$ cat src/rtl/riscv_defines.sv
// Shared definitions for the convolution tile streamer and its address generator.
// Latency: none, types and constants only.
// Backpressure: not applicable.
package riscv_defines;

    // Tile streamer command sequencing
    typedef enum logic [1:0] {
        IDLE,
        REQ,
        WAIT,
        DONE
    } conv_dma_state_t;

    localparam int CONV_TILE_WORDS = 16;
    localparam int CONV_RES_WORDS  = 4;
    localparam int CONV_TILE_DIM   = 4;

endpackage

$ cat src/rtl/riscv_conv_addr_gen.sv
// Word address for element cnt of a 4x4 input tile (load) or a 2x2 result block (store).
// Latency: purely combinational.
// Backpressure: none; the caller holds its inputs stable while a request is pending.
module riscv_conv_addr_gen
    import riscv_defines::*;
(
    input  logic        mode_i,
    input  logic [31:0] base_i,
    input  logic [31:0] stride_i,
    input  logic [4:0]  cnt_i,
    output logic [31:0] addr_o
);

    logic [31:0] cnt_w;
    logic [31:0] row;
    logic [31:0] col;

    assign cnt_w = {27'b0, cnt_i};

    // Split the linear index into row/column; results form a 2x2 block, tiles a 4x4 one.
    // Everything wraps modulo 2^32 and only the low 32 bits of the product are kept.
    always_comb begin
        row = '0;
        col = '0;
        if (mode_i) begin
            row = cnt_w >> 1;
            col = cnt_w & 32'd1;
        end else begin
            row = cnt_w / 32'(CONV_TILE_DIM);
            col = cnt_w % 32'(CONV_TILE_DIM);
        end
        addr_o = (base_i & 32'hFFFF_FFFC) + row * stride_i + (col << 2);
    end

endmodule

$ cat src/rtl/riscv_conv_tile_dma.sv
// Streams a 4x4 tile from data memory into the conv unit, or writes its 2x2 results back.
// Latency: one request per word, one outstanding; each load word reaches the conv unit one cycle after rvalid.
// Backpressure: address/data held in REQ until data_gnt_i; WAIT holds until data_rvalid_i, no timeout.
module riscv_conv_tile_dma
    import riscv_defines::*;
#(
    parameter int TILE_WORDS = CONV_TILE_WORDS,
    parameter int RES_WORDS  = CONV_RES_WORDS
) (
    input  logic        clk,
    input  logic        rst,
    input  logic        start_i,
    input  logic        mode_i,
    input  logic [31:0] base_addr_i,
    input  logic [31:0] stride_i,
    output logic        busy_o,
    output logic        done_o,
    output logic        data_req_o,
    output logic [31:0] data_addr_o,
    output logic        data_we_o,
    output logic [3:0]  data_be_o,
    output logic [31:0] data_wdata_o,
    input  logic        data_gnt_i,
    input  logic        data_rvalid_i,
    input  logic [31:0] data_rdata_i,
    output logic        tile_wr_o,
    output logic [3:0]  tile_idx_o,
    output logic [31:0] tile_data_o,
    output logic [1:0]  res_idx_o,
    input  logic [31:0] res_data_i
);

    conv_dma_state_t state_q, state_d;
    logic [4:0]      cnt_q, cnt_d;
    logic            mode_q, mode_d;
    logic [31:0]     base_q, base_d;
    logic [31:0]     stride_q, stride_d;
    logic            tile_wr_q, tile_wr_d;
    logic [3:0]      tile_idx_q, tile_idx_d;
    logic [31:0]     tile_data_q, tile_data_d;
    logic [4:0]      last_idx;

    assign last_idx = mode_q ? 5'(RES_WORDS - 1) : 5'(TILE_WORDS - 1);

    // Next-state, counter, command capture and load write-through to the tile registers
    always_comb begin
        state_d     = state_q;
        cnt_d       = cnt_q;
        mode_d      = mode_q;
        base_d      = base_q;
        stride_d    = stride_q;
        tile_wr_d   = 1'b0;
        tile_idx_d  = tile_idx_q;
        tile_data_d = tile_data_q;
        case (state_q)
            IDLE: begin
                if (start_i) begin
                    mode_d   = mode_i;
                    base_d   = base_addr_i;
                    stride_d = stride_i;
                    cnt_d    = '0;
                    state_d  = REQ;
                end
            end
            REQ: begin
                if (data_gnt_i) begin
                    state_d = WAIT;
                end
            end
            WAIT: begin
                if (data_rvalid_i) begin
                    cnt_d = cnt_q + 5'd1;
                    if (!mode_q) begin
                        tile_wr_d   = 1'b1;
                        tile_idx_d  = cnt_q[3:0];
                        tile_data_d = data_rdata_i;
                    end
                    state_d = (cnt_q == last_idx) ? DONE : REQ;
                end
            end
            DONE: begin
                state_d = IDLE;
            end
            default: begin
                state_d = IDLE;
            end
        endcase
    end

    // State and datapath registers, synchronous reset
    always_ff @(posedge clk) begin
        if (rst) begin
            state_q     <= IDLE;
            cnt_q       <= '0;
            mode_q      <= 1'b0;
            base_q      <= '0;
            stride_q    <= '0;
            tile_wr_q   <= 1'b0;
            tile_idx_q  <= '0;
            tile_data_q <= '0;
        end else begin
            state_q     <= state_d;
            cnt_q       <= cnt_d;
            mode_q      <= mode_d;
            base_q      <= base_d;
            stride_q    <= stride_d;
            tile_wr_q   <= tile_wr_d;
            tile_idx_q  <= tile_idx_d;
            tile_data_q <= tile_data_d;
        end
    end

    riscv_conv_addr_gen u_addr_gen (
        .mode_i   (mode_q),
        .base_i   (base_q),
        .stride_i (stride_q),
        .cnt_i    (cnt_q),
        .addr_o   (data_addr_o)
    );

    assign busy_o       = (state_q != IDLE);
    assign done_o       = (state_q == DONE);
    assign data_req_o   = (state_q == REQ);
    // Write enable and store data only carry meaning while a store command is active
    assign data_we_o    = mode_q && busy_o;
    assign data_wdata_o = (mode_q && busy_o) ? res_data_i : 32'h0;
    assign data_be_o    = 4'b1111;
    assign res_idx_o    = cnt_q[1:0];
    assign tile_wr_o    = tile_wr_q;
    assign tile_idx_o   = tile_idx_q;
    assign tile_data_o  = tile_data_q;

endmodule
$ cat config.mk
export PLATFORM = sky130hd
export DESIGN_NAME = riscv_conv_tile_dma
export DESIGN_NICKNAME = d
export VERILOG_FILES = /design/src/rtl/riscv_defines.sv /design/src/rtl/riscv_conv_addr_gen.sv /design/src/rtl/riscv_conv_tile_dma.sv
export SDC_FILE = /design/constraint.sdc
export NUM_CORES = 1
export LEC_CHECK = 0
export CORE_ASPECT_RATIO = 2
export CORE_UTILIZATION = 50
export DETAILED_ROUTE_END_ITERATION = 7
export HOLD_SLACK_MARGIN = 0.15
export PLACE_DENSITY = 0.88
export SLEW_MARGIN = 15
export SYNTH_ARGS = -nofsm -noshare
export SYNTH_HDL_FRONTEND = slang
export SYNTH_SLANG_ARGS = --single-unit
$ cat constraint.sdc
create_clock -name clk -period 7.8 [get_ports clk]
set_input_delay 0.78 -clock clk [delete_from_list [all_inputs] [get_ports clk]]
set_output_delay 0.78 -clock clk [all_outputs]
set_load 0.05 [all_outputs]
==> impl_metrics.toml <==
[outcome]
status = "finished clean"

[clock_tree]
cts_tree = "done"
cts_resized = 0
cts_root_buffer = "sky130_fd_sc_hd__clkbuf_16"
cts_max_level = 3
worstSkewPairLatency_ns = 0.36
path_clk_slew_ns = 0.08
cts.sink_count = 107
post_cts_hold_buffer_count = 0
cts-root-to-sink-buffers = 2
cts_setup_buffers = 0
cts_buffers = 9

[timing]
rsz_0062_raised_after_global_routing = "no"
setup-tns-final_ns = 0
worst_pin_slew_ns = 1.163
report.final.setup_viol = 0
post-route-min-period_ns = 7.421
worst_clock_skew_ns = 0.007242
final.hold.worst_slack_ns = 0.4540
fmaxAchievable_mhz = 134.8
slew_headroom_pct = 22.49
slew_violations = 0
layout_worst_path_cycle_share_pct = 95.14
finalHoldViolations = 0

[power]
power_mw = 1.420
total_leakage_power_nw = 5.167
power-per-cell-area_nw_per_um2 = 120.9
ir_drop_mv = 0.1804

[critical_path]
cpMaxStageDelayCell = "sky130_fd_sc_hd__clkdlybuf4s50_1"
worst-path-max-fanout = 30
worstSetupEndpointType = "output pin"
worstPathRequired_ns = 7.02
reg2reg_setup_slack_ns = 5.71
stage_delay_of_the_slowest_cell_on_the_critical_path_ns = 0.82
timing.rr.start = "state_q[1]"
timing.critical_path.max_delay_family = "adder cells"
worst-path-buf-inv = 3
r2r_cells = 6
criticalPathCategory = "register to output pin"
critPathMostFrequentCell = "sky130_fd_sc_hd__fa_1"
worstSetupStartpointType = "register"
timing.critical_path.arrival_ns = 6.64
critical_path.reg2reg.endpoint = "cnt_q[1]"
worstPathCellList = "mux2_2 -> and2_1 -> fa_1 -> fa_1 -> inv_1 -> fa_1 -> inv_1 -> ha_1 -> a211oi_1 -> nor2_1 -> o311ai_2 -> a21oi_1 -> o21a_1 -> o21a_1 -> or4_1 -> o211ai_1 -> clkdlybuf4s50_1"
critPathLaunch = "mode_q"

[finish]
flow.area_growth_from_synthesis_pct = 31.33
multiInputGateArea_um2 = 6027
utilization_pct = 67.71
layout-drive-gt1-share_pct = 3.625
layout.filler_cells = 1373
final_cells = 1534
final_common_cell = "sky130_fd_sc_hd__clkdlybuf4s50_1"
design.final.nets = 1601
seq_area_um2 = 2142
diodes = 0
layout_common_cells = "sky130_fd_sc_hd__clkdlybuf4s50_1, sky130_fd_sc_hd__nand2_1, sky130_fd_sc_hd__inv_1"

[grt]
grt_start_max_net_pins = 108
grt-ovfl-total = 0
first_global_vias = 8411
global_route.usage.total_pct = 26.29
first_pass_grt_wire_length_um = 37700
antenna_violations_before_repair = 0

[logic_synthesis]
ys_seq_elements = 107
post_synthesis_cell_area_um2 = 8949
yosysWarningCount = 0
synth_edf_count = 0
synth.area.top_cells = "sky130_fd_sc_hd__dfxtp_1, sky130_fd_sc_hd__fa_1, sky130_fd_sc_hd__nand2_1"
number_of_instances_in_the_synthesized_netlist = 1120
synthFlopType = "sky130_fd_sc_hd__dfxtp_1"
synth_area_leader_cell = "sky130_fd_sc_hd__dfxtp_1"
async_flop_share_pct = 0
syn-mean-instance-area_um2 = 7.990
post_synth_num_cell_types = 58
yosys.area.top_type_share_pct = 23.94
yosysSeqAreaShare_pct = 23.94

[run]
max-cap-violations = 0

[route]
drt_iter0_drc = 301
drt_pass1_iterations = 5
wl_um = 23500
remaining_drcs = 0
drtAntennaViolNets = 0
routed_wire_length_per_instance_um = 15.32
vias = 8172
drt-vias-per-instance = 5.327

[floorplan]
die-width_um = 96.60
fp.dieArea_um2 = 18470
die-height_um = 191.2
floorplan.core_area_um2 = 17360
initial_core_util_pct = 51.56
rows = 68
num_io_pins = 245

[placed_design]
placedCellCount = 1519
gp_congestion = 0.8633
portBuffers = 238
post_detailed_placement_half_perimeter_wirelength_um = 18410

[min_path]
worst_hold_path.endpoint = "tile_data_o[8]"
timing.hold.worst.start = "tile_data_o[8]"
timing.hold.worst_path_depth = 2
holdCritPathClass = "register to register"
-- worst max path at each step --
stage                      endpoint  cells past startpoint
floorplan           data_addr_o[30]                     19
CTS                 data_addr_o[30]                     19
global placement    data_addr_o[30]                     17
detailed placement  data_addr_o[30]                     19
global route        data_addr_o[20]                     17
finish              data_addr_o[20]                     17
-- metrics by stage --
| stage | instance area, um2 | setup WS [ns] |
|---|---|---|
| 2_1_floorplan | 8960 | 1.380 |
| 3_3_place_gp | 11430 | 0.6739 |
| 3_5_place_dp | 11430 | 0.5735 |
| 4_1_cts | 11750 | 0.1712 |
| 5_1_grt | 11750 | 0.1489 |
| 6_report | 11750 | 0.3793 |
-- per-layer routing --
metal / share of wire (%) / global-route usage, %
met4: 5.6 / 16.01
met2: 55 / 49.51
met5: 0 / 0
met1: 34 / 25.12
met3: 4.8 / 4.773
-- cells by family (layout without fill, tap and decap cells) --
group                    Yosys count  count (layout)  share of synthesized area (%)
AO/OA/AOI/OAI                    184             184                          11.97
XOR/XNOR                          28              28                          2.741
adder cells (fa/ha/maj)          147             147                          27.85
buffers and inverters            207             408                          8.962
flip-flops                       107             107                          23.94
multiplexers                       2               2                         0.2377
other                              1               4                        0.04191
AND/OR/NAND/NOR                  444             444                          24.26
-- report_power, final --
part           switching (mW)  internal [mW]  total, mW
combinational           0.180          0.139      0.319
sequential             0.0247          0.571      0.596
clock                   0.221          0.284      0.506
-- layout make-up --
type / count / share of cell area (%)
Clock buffer: 9 / 1.916
Timing Repair Buffer: 248 / 20.89
Sequential cell: 107 / 18.23
Tap cell: 210 / 2.236
Inverter: 145 / 4.631
Multi-Input combinational cell: 809 / 51.28
Clock inverter: 6 / 0.8198
-- registers in the layout (all words and copies together) (netlist names) --
name and flops:
base_q 30, tile_data_o 32, mode_q 1, tile_wr_o 1
state_q 2, tile_idx_o 4, stride_q 32, cnt_q 5
-- Yosys cell counts, drive strengths merged (2+ instances only) --
library cell	number
nand2	219
inv	145
a21oi	124
dfxtp	107
and2	88
fa	87
ha	60
clkbuf	54
nor2b	38
and3	30
nor2	22
xnor2	21
o21ai	15
nor3	12
a21o	8
buf	8
nand3	8
nand2b	7
xor2	7
o21a	5
nand3b	4
nand4	4
o21bai	4
a211oi	3
a21boi	3
a31oi	3
nor3b	3
o211ai	3
a22oi	2
a31o	2
o311ai	2
o31ai	2
or2b	2
or4	2
-- worst min-delay path: cells and delay by family, from the launching register on --
family	cells	cell delay (ns)
DFF	1	0.31
and+or+nand+nor	1	0.05
AOI/OAI and AO/OA	1	0.05
Power figures use the tool's default switching activity.
